--- src/rtl/codec_spi_pkg.sv ---
// rtl/codec_spi_pkg.sv - shared types, widths and frame helpers for the codec SPI arbiter
package codec_spi_pkg;

  typedef enum logic [2:0] {
    IDLE,
    SETUP,
    HI,
    LO,
    HOLD,
    GAP,
    DONE
  } state_e;

  localparam int FRAME_W = 16;
  localparam int ADDR_W  = 7;
  localparam int DATA_W  = 8;

  localparam logic RW_READ  = 1'b1;
  localparam logic RW_WRITE = 1'b0;

  localparam int ADDR_MSB = 15;
  localparam int ADDR_LSB = 9;
  localparam int RW_BIT   = 8;
  localparam int DATA_MSB = 7;
  localparam int DATA_LSB = 0;

  // Reads carry an all-zero data field; the codec ignores it.
  function automatic logic [FRAME_W-1:0] build_frame(input logic [ADDR_W-1:0] addr,
                                                     input logic              rw,
                                                     input logic [DATA_W-1:0] data);
    logic [FRAME_W-1:0] f;
    f                    = '0;
    f[ADDR_MSB:ADDR_LSB] = addr;
    f[RW_BIT]            = rw;
    f[DATA_MSB:DATA_LSB] = (rw == RW_READ) ? '0 : data;
    return f;
  endfunction

endpackage

--- src/rtl/codec_spi_shifter.sv ---
// rtl/codec_spi_shifter.sv - phase divider, 16-bit frame shifter and SPI pin generation
module codec_spi_shifter
  import codec_spi_pkg::*;
#(
  parameter int CLK_DIV = 62,
  parameter int CS_GAP  = 4
) (
  input  logic               clk_i,
  input  logic               resetn_i,
  input  logic               start_i,
  input  logic [FRAME_W-1:0] frame_i,
  input  logic               dout_i,
  output logic               idle_o,
  output logic               fin_o,
  output logic [DATA_W-1:0]  rx_o,
  output logic               cs_n_o,
  output logic               sclk_o,
  output logic               din_o
);

  localparam int               DIV_W    = (CLK_DIV > 0) ? $clog2(CLK_DIV + 1) : 1;
  localparam logic [DIV_W-1:0] DIV_MAX  = DIV_W'(CLK_DIV);
  localparam logic [4:0]       BIT_LAST = 5'(FRAME_W - 1);
  localparam logic [4:0]       GAP_LAST = 5'(((CS_GAP > 0) ? CS_GAP : 1) - 1);

  state_e             state_q;
  logic [DIV_W-1:0]   div_q;
  logic [4:0]         cnt_q;
  logic [FRAME_W-1:0] sr_q;
  logic [DATA_W-1:0]  rx_q;
  logic               cs_n_q;
  logic               sclk_q;
  logic               din_q;
  logic               tick;

  // A phase ends when the divider reaches CLK_DIV; no phases run in IDLE or DONE.
  assign tick   = (state_q != IDLE) && (state_q != DONE) && (div_q == DIV_MAX);
  assign idle_o = (state_q == IDLE);
  assign fin_o  = (state_q == GAP) && tick && (cnt_q == GAP_LAST);
  assign rx_o   = rx_q;
  assign cs_n_o = cs_n_q;
  assign sclk_o = sclk_q;
  assign din_o  = din_q;

  // Frame sequencer: divider, bit/gap counting, shifting and registered pin outputs.
  always_ff @(posedge clk_i) begin
    if (!resetn_i) begin
      state_q <= IDLE;
      div_q   <= '0;
      cnt_q   <= '0;
      sr_q    <= '0;
      rx_q    <= '0;
      cs_n_q  <= 1'b1;
      sclk_q  <= 1'b0;
      din_q   <= 1'b0;
    end else begin
      div_q <= (state_q == IDLE || tick) ? '0 : div_q + 1'b1;
      case (state_q)
        IDLE: begin
          if (start_i) begin
            sr_q    <= frame_i;
            din_q   <= frame_i[FRAME_W-1];
            rx_q    <= '0;
            cnt_q   <= '0;
            cs_n_q  <= 1'b0;
            sclk_q  <= 1'b0;
            state_q <= SETUP;
          end
        end
        SETUP: begin
          if (tick) begin
            sclk_q  <= 1'b1;
            state_q <= HI;
          end
        end
        HI: begin
          if (tick) begin
            sclk_q  <= 1'b0;
            state_q <= LO;
          end
        end
        LO: begin
          if (tick) begin
            rx_q  <= {rx_q[DATA_W-2:0], dout_i};
            sr_q  <= {sr_q[FRAME_W-2:0], 1'b0};
            cnt_q <= cnt_q + 1'b1;
            if (cnt_q == BIT_LAST) begin
              din_q   <= 1'b0;
              state_q <= HOLD;
            end else begin
              din_q   <= sr_q[FRAME_W-2];
              sclk_q  <= 1'b1;
              state_q <= HI;
            end
          end
        end
        HOLD: begin
          if (tick) begin
            cs_n_q  <= 1'b1;
            cnt_q   <= '0;
            state_q <= GAP;
          end
        end
        GAP: begin
          if (tick) begin
            cnt_q <= cnt_q + 1'b1;
            if (cnt_q == GAP_LAST) state_q <= DONE;
          end
        end
        default: state_q <= IDLE;
      endcase
    end
  end

endmodule

--- src/rtl/codec_spi_arbiter.sv ---
// rtl/codec_spi_arbiter.sv - round-robin arbiter sharing the codec SPI port between two requesters
module codec_spi_arbiter
  import codec_spi_pkg::*;
#(
  parameter int CLK_DIV = 62,
  parameter int CS_GAP  = 4
) (
  input  logic        iCLK_50,
  input  logic        iRESET_n,
  input  logic [1:0]  iREQ_VALID,
  input  logic [1:0]  iREQ_RW,
  input  logic [13:0] iREQ_ADDR,
  input  logic [15:0] iREQ_WDATA,
  output logic [1:0]  oREQ_ACK,
  output logic [1:0]  oREQ_DONE,
  output logic [7:0]  oRDATA,
  output logic        oBUSY,
  output logic        oCS_n,
  output logic        oSCLK,
  output logic        oDIN,
  input  logic        iDOUT
);

  logic               ptr_q;
  logic               gnt_q;
  logic               rw_q;
  logic [1:0]         ack_q;
  logic [1:0]         done_q;
  logic [DATA_W-1:0]  rdata_q;
  logic               busy_q;

  logic               gnt_d;
  logic               start;
  logic [ADDR_W-1:0]  addr_sel;
  logic [DATA_W-1:0]  wdata_sel;
  logic               rw_sel;
  logic [FRAME_W-1:0] frame;
  logic               idle;
  logic               fin;
  logic [DATA_W-1:0]  rx;

  // Grant the favoured requester if it asks, otherwise the other one; build its frame.
  always_comb begin
    gnt_d     = iREQ_VALID[ptr_q] ? ptr_q : ~ptr_q;
    start     = idle && (|iREQ_VALID);
    addr_sel  = gnt_d ? iREQ_ADDR[13:7] : iREQ_ADDR[6:0];
    wdata_sel = gnt_d ? iREQ_WDATA[15:8] : iREQ_WDATA[7:0];
    rw_sel    = iREQ_RW[gnt_d];
    frame     = build_frame(addr_sel, rw_sel, wdata_sel);
  end

  // Pointer, ACK/DONE routing, busy flag and read-data hold register.
  always_ff @(posedge iCLK_50) begin
    if (!iRESET_n) begin
      ptr_q   <= 1'b0;
      gnt_q   <= 1'b0;
      rw_q    <= RW_WRITE;
      ack_q   <= '0;
      done_q  <= '0;
      rdata_q <= '0;
      busy_q  <= 1'b0;
    end else begin
      ack_q  <= '0;
      done_q <= '0;
      if (start) begin
        ack_q  <= gnt_d ? 2'b10 : 2'b01;
        gnt_q  <= gnt_d;
        rw_q   <= rw_sel;
        ptr_q  <= ~gnt_d;
        busy_q <= 1'b1;
      end else if (|done_q) begin
        busy_q <= 1'b0;
      end
      if (fin) begin
        done_q <= gnt_q ? 2'b10 : 2'b01;
        if (rw_q == RW_READ) rdata_q <= rx;
      end
    end
  end

  codec_spi_shifter #(
    .CLK_DIV(CLK_DIV),
    .CS_GAP (CS_GAP)
  ) u_shifter (
    .clk_i   (iCLK_50),
    .resetn_i(iRESET_n),
    .start_i (start),
    .frame_i (frame),
    .dout_i  (iDOUT),
    .idle_o  (idle),
    .fin_o   (fin),
    .rx_o    (rx),
    .cs_n_o  (oCS_n),
    .sclk_o  (oSCLK),
    .din_o   (oDIN)
  );

  assign oREQ_ACK  = ack_q;
  assign oREQ_DONE = done_q;
  assign oRDATA    = rdata_q;
  assign oBUSY     = busy_q;

endmodule

--- config.mk ---
export PLATFORM = sky130hd
export DESIGN_NAME = codec_spi_arbiter
export DESIGN_NICKNAME = d
export VERILOG_FILES = /design/src/rtl/codec_spi_pkg.sv /design/src/rtl/codec_spi_shifter.sv /design/src/rtl/codec_spi_arbiter.sv
export SDC_FILE = /design/constraint.sdc
export NUM_CORES = 1
export LEC_CHECK = 0
export BUFFER_PORTS_ARGS = -buffer_cell sky130_fd_sc_hd__buf_2
export CAP_MARGIN = 20
export CORE_ASPECT_RATIO = 1.5
export CORE_MARGIN = 3
export CORE_UTILIZATION = 45
export CTS_BUF_LIST = sky130_fd_sc_hd__clkbuf_4 sky130_fd_sc_hd__clkbuf_8 sky130_fd_sc_hd__clkbuf_16
export DETAILED_ROUTE_END_ITERATION = 6
export HOLD_SLACK_MARGIN = 0.12
export PLACE_DENSITY = 0.67
export SETUP_SLACK_MARGIN = 0.3
export SLEW_MARGIN = 15
export SYNTH_ARGS = -nofsm -noshare
export SYNTH_HDL_FRONTEND = slang
export SYNTH_SLANG_ARGS = --single-unit
--- constraint.sdc ---
create_clock -name iCLK_50 -period 2.6 [get_ports iCLK_50]
set_clock_uncertainty 0.1 [all_clocks]
set_input_delay 0.52 -clock iCLK_50 [delete_from_list [all_inputs] [get_ports iCLK_50]]
set_output_delay 0.52 -clock iCLK_50 [all_outputs]
set_load 0.02 [all_outputs]
==> qor.txt, run 1 <==
CTS
------------------------------------------------------------------------------------------
TritonCTS clock tree                                                                   yes
Maximum buffer depth of the clock tree                                                   2
Number of hold-repair buffers added at the cts stage                                     0
Number of buffers created by CTS                                                         5
Worst skew pair latency                                                            0.30 ns
Post CTS Setup Buffer Count                                                              0
TritonCTS Sinks                                                                         56
Clock H-tree levels                                                                      2
Clock transition at the registers of the reported paths                            0.10 ns
Root buffer cell                                                              sky130_fd_sc_hd__clkbuf_8

SYNTH
------------------------------------------------------------------------------------------
Complex-gate fraction of the synthesized area                                       0.2195
Flip-flop and latch count after synthesis                                               56
Most instantiated flip-flop cell in the synthesis netlist                     sky130_fd_sc_hd__dfxtp_1
Xor/xnor share of the synthesized area                                             0.01600
Top-area cell type share of the netlist area                                        0.4097
Share of synthesized cell area in full adder, half adder and majority cells        0.01829
Instance count of the mapped netlist                                                   311
Count of yosys warnings during synthesis                                                 0
Total nets after synthesis                                                             352
Multiplexer area fraction after synthesis                                          0.02926
Number of flops mapped to enable cells by yosys                                          0
Sequential-to-total area share from yosys stat                                      0.4097
Ys async rst share                                                                       0
Post-synth top area cell                                                      sky130_fd_sc_hd__dfxtp_1
Post-synthesis average cell area                                                8.799 um^2
Most area-consuming cells after synthesis                                     sky130_fd_sc_hd__dfxtp_1, sky130_fd_sc_hd__nand4_1, sky130_fd_sc_hd__o31ai_1
Largest family of logic cells by synthesized area                             simple AND/OR/NAND/NOR gates
Share of synthesized cell area in and, or, nand and nor gates                       0.2373
Cell variety after synth                                                                48
Mapped Area                                                                      2736 um^2

GLOBAL ROUTING
------------------------------------------------------------------------------------------
Vias in the first global route                                                       2,316
Gr usage total                                                                      0.1852
Initial antenna violation count                                                          0
Global-route wire length before repair                                           10,890 um
Leftover overflow at the end of global routing                                           0
Largest net degree at the start of global routing                                       36

CRITICAL PATH
------------------------------------------------------------------------------------------
Data arrival time of the worst path                                                2.14 ns
Worst Path Class, Setup                                                       flop to flop
Slowest cell delay on critical path                                                0.60 ns
Sequence of cells on the critical path                                        or2_4, or3_1, buf_4, nand4_1, o31ai_1
R2R Path End                                                                  u_shifter.sr_q[3]$_SDFFE_PN0P_
Critical path endpoint category                                                       flop
Depth of the most critical reg-to-reg path                                               5
Family with the most delay on the worst path                                  simple AND/OR/NAND/NOR gates
Largest driver fanout on the critical path                                              15
Critical-path cell with the highest stage delay                               sky130_fd_sc_hd__or3_1
Startpoint types                                                                      flop
R2R Path Start                                                                u_shifter.state_q[0]$_SDFFE_PN0P_
Buf+Inv Stages, Crit Path                                                                1
Register-to-register setup slack                                                   0.55 ns
Worst Path Required                                                                2.69 ns

STA
------------------------------------------------------------------------------------------
Actual transition at the worst max-transition pin                                0.5566 ns
Relative slew slack                                                                 0.6272
Final Max Slew Viols                                                                     0
Unrepaired setup endpoints after global routing                                         no
Final setup vio count                                                                    0
Worst hold-check slack                                                           0.3448 ns
Count of endpoints failing hold in the final timing report                               0
Post-Route Setup TNS                                                                  0 ns
Final period utilization                                                            0.7883
Post-layout minimum cycle time                                                    2.050 ns
Highest clock rate                                                               487.9 MHz

DETAILED ROUTING
------------------------------------------------------------------------------------------
Via count                                                                            2,544
Routed via count divided by cell count                                               5.972
DRC violations left                                                                      0
1st-pass router iterations                                                               4
Aggregate routed wire length                                                       6391 um
Post-detailed-route count of antenna-violating nets                                      0
WL/cell                                                                           15.00 um
Initial detailed-routing violation count                                               171

JOB
------------------------------------------------------------------------------------------
Max-cap violations                                                                       0

POWER
------------------------------------------------------------------------------------------
Leakage Power                                                                  0.001283 uW
Worst supply voltage drop on vdd                                                 0.2645 mV
Areal power density over the cells                                            542.9 nW/um^2

FINAL LAYOUT
------------------------------------------------------------------------------------------
Fillers                                                                                566
Final core area utilization                                                         0.5414
Final Instance Area                                                              3156 um^2
Fraction of final layout cells with drive strength greater than 1                   0.2260
Multi-input gate area in the final layout                                        1430 um^2
Area growth from synthesis to final layout                                          15.32%
Diode count                                                                              0
# nets final                                                                           394
Reg area                                                                         1121 um^2

WORST HOLD PATH
------------------------------------------------------------------------------------------
Hold Crit Class                                                               flop to flop
Worst Hold End                                                                oREQ_DONE[0]$_SDFF_PN0_
Beginning of the worst hold path                                              gnt_q$_SDFFE_PN0P_
Number of cells on the worst hold path                                                   1

OUTCOME
------------------------------------------------------------------------------------------
Result of the run                                                                completed

PLACE
------------------------------------------------------------------------------------------
Routability congestion estimate from global placement                               0.8269
Input/output buffers                                                                    52
Placed instance area                                                             3023 um^2
Post-detailed-placement half-perimeter wirelength                                  4597 um

FLOORPLANNING
------------------------------------------------------------------------------------------
Die outline height                                                                101.5 um
Rows                                                                                    34
Total die area                                                                   7072 um^2
Chip Width                                                                        69.67 um
Core area                                                                        5828 um^2
Number of I/O pins                                                                      53
Initial cell density of the core                                                    0.4695

-- power breakdown --
| group | total [uW] | leakage, uW | switching [uW] | internal [uW] |
|---|---|---|---|---|
| Combinational | 201 | 0.000763 | 118 | 82.6 |
| Clock | 608 | 0.0000645 | 268 | 340 |
| Sequential | 905 | 0.000455 | 18.4 | 886 |
| Total | 1710 | 0.00128 | 404 | 1310 |
-- repair_timing --
item                       4_1_cts  5_1_grt
setup endpoints to repair        0        3
resized for setup                0        1
hold endpoints to repair         0        0
-- registers in the layout (all words and copies together), names as in the netlist --
name	flops
u_shifter.rx_o	8
u_shifter.cnt_q	5
oBUSY	1
u_shifter.cs_n_o	1
ptr_q	1
u_shifter.state_q	3
rw_q	1
u_shifter.sr_q	15
oREQ_ACK	2
oRDATA	8
u_shifter.sclk_o	1
oREQ_DONE	2
u_shifter.div_q	6
gnt_q	1
u_shifter.din_o	1
-- synth_stat cells (4+ instances only) --
master / number
sky130_fd_sc_hd__o211ai_1: 10
sky130_fd_sc_hd__nor4b_1: 9
sky130_fd_sc_hd__nand4_1: 18
sky130_fd_sc_hd__a311oi_1: 9
sky130_fd_sc_hd__ha_1: 4
sky130_fd_sc_hd__inv_1: 8
sky130_fd_sc_hd__nand2_1: 10
sky130_fd_sc_hd__a21oi_1: 15
sky130_fd_sc_hd__buf_2: 12
sky130_fd_sc_hd__dfxtp_1: 56
sky130_fd_sc_hd__o21ai_0: 19
sky130_fd_sc_hd__a31oi_1: 4
sky130_fd_sc_hd__nor2_1: 22
sky130_fd_sc_hd__o31ai_1: 15
sky130_fd_sc_hd__and3_1: 10
sky130_fd_sc_hd__a211oi_1: 7
sky130_fd_sc_hd__nand3_1: 18
sky130_fd_sc_hd__mux2i_1: 8
sky130_fd_sc_hd__buf_6: 4
sky130_fd_sc_hd__clkbuf_1: 10
-- cell type report --
cell class	instances	share of cell area
clock inverter	1	0.009516
multi-input combinational	217	0.4532
tap	72	0.02855
sequential	56	0.3553
clock buffer	7	0.03053
inverter	8	0.009516
timing repair buffer	65	0.1134
-- cell usage in the layout (no fill, tap or decap), types with 9 or more instances in the layout --
master | Yosys | layout
sky130_fd_sc_hd__a21oi_1 | 15 | 15
sky130_fd_sc_hd__o211ai_1 | 10 | 10
sky130_fd_sc_hd__a311oi_1 | 9 | 9
sky130_fd_sc_hd__nor2_1 | 22 | 22
sky130_fd_sc_hd__nand3_1 | 18 | 18
sky130_fd_sc_hd__and3_1 | 10 | 10
sky130_fd_sc_hd__o31ai_1 | 15 | 15
sky130_fd_sc_hd__dfxtp_1 | 56 | 56
sky130_fd_sc_hd__o21ai_0 | 19 | 19
sky130_fd_sc_hd__buf_2 | 12 | 52
sky130_fd_sc_hd__buf_4 | 1 | 13
sky130_fd_sc_hd__nand4_1 | 18 | 18
sky130_fd_sc_hd__nand2_1 | 10 | 10
-- kinds of logic after synthesis --
kind of cell | after synthesis
DFF | 56
buffers and inverters | 38
xor gates and xnor gates | 5
adders and majority gates | 4
and+or+nand+nor | 111
AOI/OAI and AO/OA | 89
muxes | 8
-- stage by stage --
step           setup slack (ns)  cells  power [uW]
2_1_floorplan            0.8001    311        1059
3_3_place_gp             0.5364    418        1123
3_5_place_dp             0.5147    418        1126
4_1_cts                  0.5045    426        1731
5_1_grt                  0.3978    426        1789
6_report                 0.5503    426        1713
-- layer usage --
metal,vias up,part of all wire,track usage
met5,-,0,0
met4,0,0.012,0.05015
met3,6,0.047,0.03575
met2,67,0.51,0.3243
met1,1211,0.43,0.2340
li1,1260,-,-
-- worst max path at each step --
stage                                 startpoint                             end  cells past startpoint
5_1_grt            u_shifter.div_q[0]$_SDFF_PP0_   u_shifter.div_q[3]$_SDFF_PP0_                      6
3_5_place_dp                       iREQ_VALID[1]    u_shifter.din_o$_SDFFE_PN0P_                      5
6_report       u_shifter.state_q[0]$_SDFFE_PN0P_  u_shifter.sr_q[3]$_SDFFE_PN0P_                      5
4_1_cts          u_shifter.cnt_q[0]$_SDFFE_PN0P_          oRDATA[1]$_SDFFE_PN0P_                      5
2_1_floorplan      u_shifter.div_q[0]$_SDFF_PP0_  u_shifter.sr_q[3]$_SDFFE_PN0P_                      8
3_3_place_gp                       iREQ_VALID[1]    u_shifter.din_o$_SDFFE_PN0P_                      5
(Power assumes the default switching activity.)
==> run 2: changes to the inputs <==
--- a/config.mk
+++ b/config.mk
@@ -5,6 +5,7 @@
 export SDC_FILE = /design/constraint.sdc
 export NUM_CORES = 1
 export LEC_CHECK = 0
+export ABC_AREA = 1
 export BUFFER_PORTS_ARGS = -buffer_cell sky130_fd_sc_hd__buf_2
 export CAP_MARGIN = 20
 export CORE_ASPECT_RATIO = 1.5
@@ -13,7 +14,7 @@
 export CTS_BUF_LIST = sky130_fd_sc_hd__clkbuf_4 sky130_fd_sc_hd__clkbuf_8 sky130_fd_sc_hd__clkbuf_16
 export DETAILED_ROUTE_END_ITERATION = 6
 export HOLD_SLACK_MARGIN = 0.12
-export PLACE_DENSITY = 0.67
+export PLACE_DENSITY = 0.7
 export SETUP_SLACK_MARGIN = 0.3
 export SLEW_MARGIN = 15
 export SYNTH_ARGS = -nofsm -noshare
==> constraint.sdc (replaced) <==
create_clock -name iCLK_50 -period 1.8 [get_ports iCLK_50]
set_clock_uncertainty 0.1 [all_clocks]
set_input_delay 0.36 -clock iCLK_50 [delete_from_list [all_inputs] [get_ports iCLK_50]]
set_output_delay 0.36 -clock iCLK_50 [all_outputs]
set_load 0.02 [all_outputs]
==> qor.txt, run 2 <==
SYNTH
--------------------------------------------------------------------------------
Top-area cell type share of the netlist area                              0.4051   -0.004630
Sequential-to-total area share from yosys stat                            0.4051   -0.004630
Most area-consuming cells after synthesis                           sky130_fd_sc_hd__dfxtp_1, sky130_fd_sc_hd__nand2_1, sky130_fd_sc_hd__nor2_1
Cell variety after synth                                                      32   -33%
Post-synth top area cell                                            sky130_fd_sc_hd__dfxtp_1
Instance count of the mapped netlist                                         403   +30%
Count of yosys warnings during synthesis                                       0   unchanged
Most instantiated flip-flop cell in the synthesis netlist           sky130_fd_sc_hd__dfxtp_1
Total nets after synthesis                                                   444   +26%
Mapped Area                                                            2768 um^2   +1.1%
Flip-flop and latch count after synthesis                                     56   unchanged
Number of flops mapped to enable cells by yosys                                0   unchanged
Post-synthesis average cell area                                      6.868 um^2   -22%
Ys async rst share                                                             0   unchanged
Top cells by instance count after synthesis                         sky130_fd_sc_hd__nand2_1, sky130_fd_sc_hd__nor2_1, sky130_fd_sc_hd__dfxtp_1, sky130_fd_sc_hd__inv_1, sky130_fd_sc_hd__o21ai_0
Top-count cell post-synth                                           sky130_fd_sc_hd__nand2_1

OUTCOME
--------------------------------------------------------------------------------
Result of the run                                                      completed

CTS
--------------------------------------------------------------------------------
Root buffer cell                                                    sky130_fd_sc_hd__clkbuf_8
Number of hold-repair buffers added at the cts stage                           0   unchanged
Number of buffers created by CTS                                               5   unchanged
Clock transition at the registers of the reported paths                  0.11 ns   about the same
TritonCTS Sinks                                                               56   unchanged
TritonCTS clock tree                                                         yes
Worst skew pair latency                                                  0.32 ns   +0.02 ns
Clock H-tree levels                                                            2   unchanged
Maximum buffer depth of the clock tree                                         2   unchanged

FINAL LAYOUT
--------------------------------------------------------------------------------
Diode count                                                                    0   unchanged
# nets final                                                                 530   +35%
Most common cell after layout, fill and taps aside                  sky130_fd_sc_hd__nand2_1
Area growth from synthesis to final layout                                41.09%
Reg with most FFs                                                   u_shifter.sr_q
Final core area utilization                                               0.6652   +0.1237
Fraction of final layout cells with drive strength greater than 1         0.3918   +0.1658
Flip-flop count of the largest register after layout                          15   unchanged
Most frequent cells in the layout                                   sky130_fd_sc_hd__nand2_1, sky130_fd_sc_hd__nor2_1, sky130_fd_sc_hd__buf_2, sky130_fd_sc_hd__dfxtp_1, sky130_fd_sc_hd__inv_1

CRITICAL PATH
--------------------------------------------------------------------------------
Largest driver fanout on the critical path                                     5   -10
Buf+Inv Stages, Crit Path                                                      4   +3
Slowest cell delay on critical path                                      0.45 ns   -0.15 ns
Critical path endpoint category                                             flop
Data arrival time of the worst path                                      1.78 ns   -0.36 ns
Startpoint types                                                            flop
Sequence of cells on the critical path                              nor2_4, o211ai_1, buf_4, o21ai_4, buf_6, buf_12, buf_16, o21ai_1, nor2_1
Worst setup path startpoint                                         u_shifter.state_q[1]$_SDFFE_PN0P_
Family with the most delay on the worst path                        buffers and inverters
Depth of the most critical reg-to-reg path                                     9   +4
Critical path depth in cells                                                   9   +4
Worst Path Required                                                      1.92 ns   -0.77 ns
Worst Path Class, Setup                                             flop to flop
Critical-path cell with the highest stage delay                     sky130_fd_sc_hd__dfxtp_4
R2R Path Start                                                      u_shifter.state_q[1]$_SDFFE_PN0P_

PLACE
--------------------------------------------------------------------------------
Routability congestion estimate from global placement                     0.8513   +3.0%
Post-detailed-placement half-perimeter wirelength                        4546 um   -1.1%
Input/output buffers                                                          52   unchanged

STA
--------------------------------------------------------------------------------
Actual transition at the worst max-transition pin                      0.3350 ns   -0.2215 ns
Final Max Slew Viols                                                           0   unchanged
Final period utilization                                                  0.9188   +0.1305
Post-layout minimum cycle time                                          1.654 ns   -0.3958 ns
Highest clock rate                                                     604.6 MHz   +24%
Unrepaired setup endpoints after global routing                              yes
Final setup vio count                                                          0   unchanged
Count of endpoints failing hold in the final timing report                     0   unchanged
Relative slew slack                                                       0.7767   +0.1494

POWER
--------------------------------------------------------------------------------
Switching part of the total power                                         0.4446   +0.2086
Leakage Power                                                        0.001813 uW   +41%
Share of power burned in registers                                         0.306   -0.222
Switch Pwr                                                               2784 uW   +590%
Total design power                                                       6262 uW   +270%
Comb pwr share                                                             0.575   +0.458
Worst supply voltage drop on vdd                                       0.8222 mV   +210%
Internal power                                                           3478 uW   +170%
Areal power density over the cells                                  1603 nW/um^2   +200%
Clock power frac                                                           0.119   -0.236

DETAILED ROUTING
--------------------------------------------------------------------------------
Routed via count divided by cell count                                     5.196   -13%
WL/cell                                                                 13.92 um   -7.2%
1st-pass router iterations                                                     4   unchanged
DRC violations left                                                            0   unchanged
Post-detailed-route count of antenna-violating nets                            0   unchanged
Via count                                                                  2,920   +15%
Initial detailed-routing violation count                                     182   +6.4%
Aggregate routed wire length                                             7823 um   +22%

WORST HOLD PATH
--------------------------------------------------------------------------------
Number of cells on the worst hold path                                         3   +2
Hold Crit Class                                                     primary input to flop
Beginning of the worst hold path                                           iDOUT

GLOBAL ROUTING
--------------------------------------------------------------------------------
Largest net degree at the start of global routing                             33   -8.3%
Gr usage total                                                            0.1971   +0.01193
Leftover overflow at the end of global routing                                 0   unchanged
Initial antenna violation count                                                0   unchanged
Vias in the first global route                                             2,680   +16%
Global-route wire length before repair                                 11,640 um   +6.9%

FLOORPLANNING
--------------------------------------------------------------------------------
Total die area                                                         7147 um^2   +1.1%
Rows                                                                          34   unchanged
Chip Width                                                              70.04 um   +0.52%
Die outline height                                                      102.1 um   +0.54%
Number of I/O pins                                                            53   unchanged
Initial cell density of the core                                          0.4714   +0.001926
Core area                                                              5871 um^2   +0.73%

JOB
--------------------------------------------------------------------------------
Max-cap violations                                                             0   unchanged

==> run 2: cell types whose count changed after synthesis, sizes merged, moves of 8 or more <==
cell / delta
and3: -10
o31ai: -15
o211ai: -9
nor4b: -9
nand2: +85
a311oi: -9
nor2: +68
mux2i: -8
o21ai: +18
inv: +31
buf: -11
nand4: -15
==> run 2: kinds of logic (layout without fill, tap and decap cells) <==
kind of cell / after synthesis / after routing / synth area share
flops: 56 / 56 / 0.4051
buf+inv: 54 / 140 / 0.08363
simple gates: 213 / 214 / 0.3223
compound gates: 71 / 71 / 0.1551
xor+xnor: 5 / 5 / 0.01583
fa+ha+maj: 4 / 4 / 0.01808
==> run 2: stage by stage <==
stage | instances | worst slack, ns | cell area [um^2] | setup TNS (ns) | hold WS (ns)
after global placement | 525 | 0.08016 | 3141 | 0 | 0.3022
final | 562 | 0.1461 | 3905 | 0 | 0.1888
after detailed placement | 525 | -0.01219 | 3141 | -0.01219 | 0.3079
after CTS | 550 | 0.2458 | 3623 | 0 | 0.1886
after floorplan | 403 | 0.3018 | 2778 | 0 | 0.2911
after global routing | 562 | 0.06503 | 3905 | 0 | 0.2148
==> run 2: cell type report <==
class / instances / area, um^2
timing repair buffer: 92 / 658.1
clock buffer: 5 / 68.82
fill: 482 / 1966
multi-input combinational: 294 / 1737
clock inverter: 3 / 27.53
tap: 72 / 90.09
inverter: 39 / 177.7
sequential: 56 / 1140
timing repair inverter: 1 / 6.256
==> run 2: power by group through the flow <==
stage | Clock (uW) | Sequential, uW | Combinational [uW]
2_1_floorplan | 0 | 1830 | 1620
3_3_place_gp | 0 | 1830 | 2070
3_5_place_dp | 0 | 1840 | 2110
4_1_cts | 756 | 1860 | 2930
5_1_grt | 806 | 1950 | 3910
6_report | 748 | 1910 | 3600
==> run 2: worst paths after layout <==
path / to / slack (ns)
setup / recovery: u_shifter.rx_o[1]$_SDFFE_PN0P_ / 0.15
hold / removal: u_shifter.rx_o[0]$_SDFFE_PN0P_ / 0.19
setup reg to reg: u_shifter.rx_o[1]$_SDFFE_PN0P_ / 0.15
hold reg to reg: oREQ_DONE[0]$_SDFF_PN0_ / 0.32
==> run 2: worst reg2reg max path: cells and delay by family, from the launching register on <==
| kind | cells | cell delay, ns |
|---|---|---|
| AND/OR/NAND/NOR | 2 | 0.15 |
| buffers and inverters | 4 | 0.54 |
| AO/OA/AOI/OAI | 3 | 0.32 |
| flip-flops | 1 | 0.45 |
==> run 2: what timing repair did <==
action	CTS	global route
endpoints found under the setup margin	50	47
setup buffers	13	12
gates resized for setup	89	52
pin swaps	25	24
cloned	4	0
==> run 2: metal layers <==
layer | GRT usage | up-vias | share of wire
met5 | 0 | - | 0
met4 | 0.06785 | 0 | 0.027
met3 | 0.03543 | 19 | 0.045
met2 | 0.3765 | 81 | 0.55
met1 | 0.2179 | 1358 | 0.38
li1 | - | 1462 | -
==> run 3: changes to the inputs <==
--- a/config.mk
+++ b/config.mk
@@ -8,13 +8,15 @@
 export ABC_AREA = 1
 export BUFFER_PORTS_ARGS = -buffer_cell sky130_fd_sc_hd__buf_2
 export CAP_MARGIN = 20
+export CELL_PAD_IN_SITES_DETAIL_PLACEMENT = 1
+export CELL_PAD_IN_SITES_GLOBAL_PLACEMENT = 2
 export CORE_ASPECT_RATIO = 1.5
 export CORE_MARGIN = 3
-export CORE_UTILIZATION = 45
+export CORE_UTILIZATION = 27
 export CTS_BUF_LIST = sky130_fd_sc_hd__clkbuf_4 sky130_fd_sc_hd__clkbuf_8 sky130_fd_sc_hd__clkbuf_16
 export DETAILED_ROUTE_END_ITERATION = 6
 export HOLD_SLACK_MARGIN = 0.12
-export PLACE_DENSITY = 0.7
+export PLACE_DENSITY_LB_ADDON = 0.1
 export SETUP_SLACK_MARGIN = 0.3
 export SLEW_MARGIN = 15
 export SYNTH_ARGS = -nofsm -noshare
==> qor.txt, run 3 (synthesis results as in run 2) <==
CRITICAL PATH
--------------------------------------------------------------------------------
Worst Path Required                                                      1.93 ns   about the same
Slowest cell delay on critical path                                      0.33 ns   -0.12 ns
Worst Path Class, Setup                                             flop to flop
Startpoint types                                                            flop
Critical-path cell with the highest stage delay                     sky130_fd_sc_hd__dfxtp_2
Critical path endpoint category                                             flop
Data arrival time of the worst path                                      1.66 ns   -0.12 ns
Largest driver fanout on the critical path                                    12   +7
Sequence of cells on the critical path                              inv_2, ha_4, nand2_4, inv_2, nand2_4, o21ai_4, buf_6, buf_8, o21ai_1, a21oi_1

DETAILED ROUTING
--------------------------------------------------------------------------------
WL/cell                                                                 13.74 um   -1.3%
Post-detailed-route count of antenna-violating nets                            0   unchanged
Via count                                                                  2,824   -3.3%
DRC violations left                                                            0   unchanged
Aggregate routed wire length                                             8229 um   +5.2%
Routed via count divided by cell count                                     4.715   -9.3%
1st-pass router iterations                                                     4   unchanged
Initial detailed-routing violation count                                      57   -69%

FLOORPLANNING
--------------------------------------------------------------------------------
Core area                                                              9854 um^2   +68%
Rows                                                                          44   +29%
Total die area                                                       11,530 um^2   +61%
Chip Width                                                              88.67 um   +27%
Die outline height                                                        130 um   +27%
Initial cell density of the core                                          0.2809   -0.1906
Number of I/O pins                                                            53   unchanged

CTS
--------------------------------------------------------------------------------
Number of buffers created by CTS                                               5   unchanged
Clock H-tree levels                                                            2   unchanged
TritonCTS clock tree                                                         yes
Number of hold-repair buffers added at the cts stage                           0   unchanged
Root buffer cell                                                    sky130_fd_sc_hd__clkbuf_16
TritonCTS Sinks                                                               56   unchanged
Maximum buffer depth of the clock tree                                         2   unchanged
Worst skew pair latency                                                  0.29 ns   -0.03 ns
Clock transition at the registers of the reported paths                  0.07 ns   -0.04 ns

GLOBAL ROUTING
--------------------------------------------------------------------------------
Met1 demand-to-capacity share in global routing                           0.1725   -0.04534
Largest net degree at the start of global routing                             32   -3.0%
Leftover overflow at the end of global routing                                 0   unchanged
Gr usage total                                                            0.1531   -0.04399
GRT met3 Usage                                                           0.02464   -0.01080
Initial antenna violation count                                                0   unchanged
Most used routing layer                                                     met2
Global-route wire length before repair                                 13,990 um   +20%
Vias in the first global route                                             2,970   +11%
Met2 Use GR                                                               0.2874   -0.08915

FINAL LAYOUT
--------------------------------------------------------------------------------
# nets final                                                                 525   -0.94%
Final Instance Area                                                    3835 um^2   -1.8%
Diode count                                                                    0   unchanged
Reg area                                                               1141 um^2   +0.11%
Most frequent cells in the layout                                   sky130_fd_sc_hd__nand2_1, sky130_fd_sc_hd__nor2_1, sky130_fd_sc_hd__buf_2, sky130_fd_sc_hd__dfxtp_1, sky130_fd_sc_hd__inv_1
Multi-input gate area in the final layout                              1618 um^2   -6.8%
Flip-flop count of the largest register after layout                          15   unchanged
Reg with most FFs                                                   u_shifter.sr_q
Post-route non-filler standard cell count                                    599   +6.6%
Most common cell after layout, fill and taps aside                  sky130_fd_sc_hd__nand2_1
Fraction of final layout cells with drive strength greater than 1         0.3471   -0.04473
Area growth from synthesis to final layout                                38.56%
Fillers                                                                    1,262   +160%

STA
--------------------------------------------------------------------------------
Worst hold-check slack                                                 0.2106 ns   +0.02179 ns
Count of endpoints failing hold in the final timing report                     0   unchanged
Final setup vio count                                                          0   unchanged
Final period utilization                                                  0.8531   -0.06574
Actual transition at the worst max-transition pin                      0.2867 ns   -0.04828 ns
Highest clock rate                                                     651.2 MHz   +7.7%
Relative slew slack                                                       0.8083   +0.03161
Unrepaired setup endpoints after global routing                              yes
Post-Route Setup TNS                                                        0 ns   unchanged
Post-layout minimum cycle time                                          1.536 ns   -0.1183 ns
Final Max Slew Viols                                                           0   unchanged

PLACE
--------------------------------------------------------------------------------
Post-detailed-placement half-perimeter wirelength                        5822 um   +28%
Placed instance area                                                   3249 um^2   +3.5%
Number of cells in the design after placement                                572   +9.0%
Input/output buffers                                                          52   unchanged
Routability congestion estimate from global placement                     0.7628   -10%

POWER
--------------------------------------------------------------------------------
Areal power density over the cells                                  1552 nW/um^2   -3.2%
Leakage Power                                                        0.001784 uW   -1.6%
Total design power                                                       5952 uW   -4.9%
Worst supply voltage drop on vdd                                       0.4667 mV   -43%

JOB
--------------------------------------------------------------------------------
Max-cap violations                                                             0   unchanged

OUTCOME
--------------------------------------------------------------------------------
Result of the run                                                      completed

WORST HOLD PATH
--------------------------------------------------------------------------------
Hold Crit Class                                                     primary input to flop

-- run 3: cell count changes in the layout (fill, tap and decap cells not counted), sizes merged --
cell and delta:
buf -4, inv -2
-- run 3: timing repair --
| action | in CTS | in global routing |
|---|---|---|
| pin swaps | 25 | 23 |
| setup buffers | 15 | 2 |
| gates resized for setup | 75 | 21 |
| endpoints found under the setup margin | 55 | 52 |
| cloned | 3 | 0 |
-- run 3: area by class of cell --
| cell class | count | share of cell area |
|---|---|---|
| well taps | 115 | 0.03752 |
| multi-input cells | 294 | 0.4219 |
| clock inverters | 2 | 0.003263 |
| clock buffers | 5 | 0.03263 |
| repair buffers | 88 | 0.1664 |
| flip-flops and latches | 56 | 0.2976 |
| inverters | 39 | 0.04078 |
-- run 3: stage by stage --
step | setup slack, ns | utilization
2_1_floorplan | 0.3018 | -
3_3_place_gp | 0.08098 | 0.3297
3_5_place_dp | 0.04480 | 0.3297
4_1_cts | 0.2681 | 0.3819
5_1_grt | 0.1678 | 0.3892
6_report | 0.2644 | 0.3892
-- run 3: routing by layer --
layer | wire length [um] | share of wire | up-vias
met5 | 0 | 0 | -
met4 | 143 | 0.017 | 0
met3 | 227 | 0.028 | 7
met2 | 4452 | 0.54 | 37
met1 | 3406 | 0.41 | 1336
li1 | - | - | 1444
-- run 3: worst paths after layout --
kind                                  from                             end  slack [ns]  cells past startpoint
max          u_shifter.div_q[0]$_SDFF_PP0_  u_shifter.sr_q[8]$_SDFFE_PN0P_        0.26                     10
min reg2reg             gnt_q$_SDFFE_PN0P_         oREQ_DONE[0]$_SDFF_PN0_        0.32                      1
max reg2reg  u_shifter.div_q[0]$_SDFF_PP0_  u_shifter.sr_q[8]$_SDFFE_PN0P_        0.26                     10
min                                  iDOUT  u_shifter.rx_o[0]$_SDFFE_PN0P_        0.21                      3
-- run 3: worst max-delay path: cells and delay by family, from the launching register on --
kind | cells | cell delay, ns
buf+inv | 4 | 0.43
compound gates | 3 | 0.36
flops | 1 | 0.33
fa+ha+maj | 1 | 0.13
simple gates | 2 | 0.12
-- run 3: power by group --
part	switching [uW]	internal, uW	leakage (uW)	total, uW
combinational	1780	1360	0.00125	3140
clock	455	507	0.0000657	962
sequential	246	1610	0.000464	1850
total	2480	3470	0.00178	5950
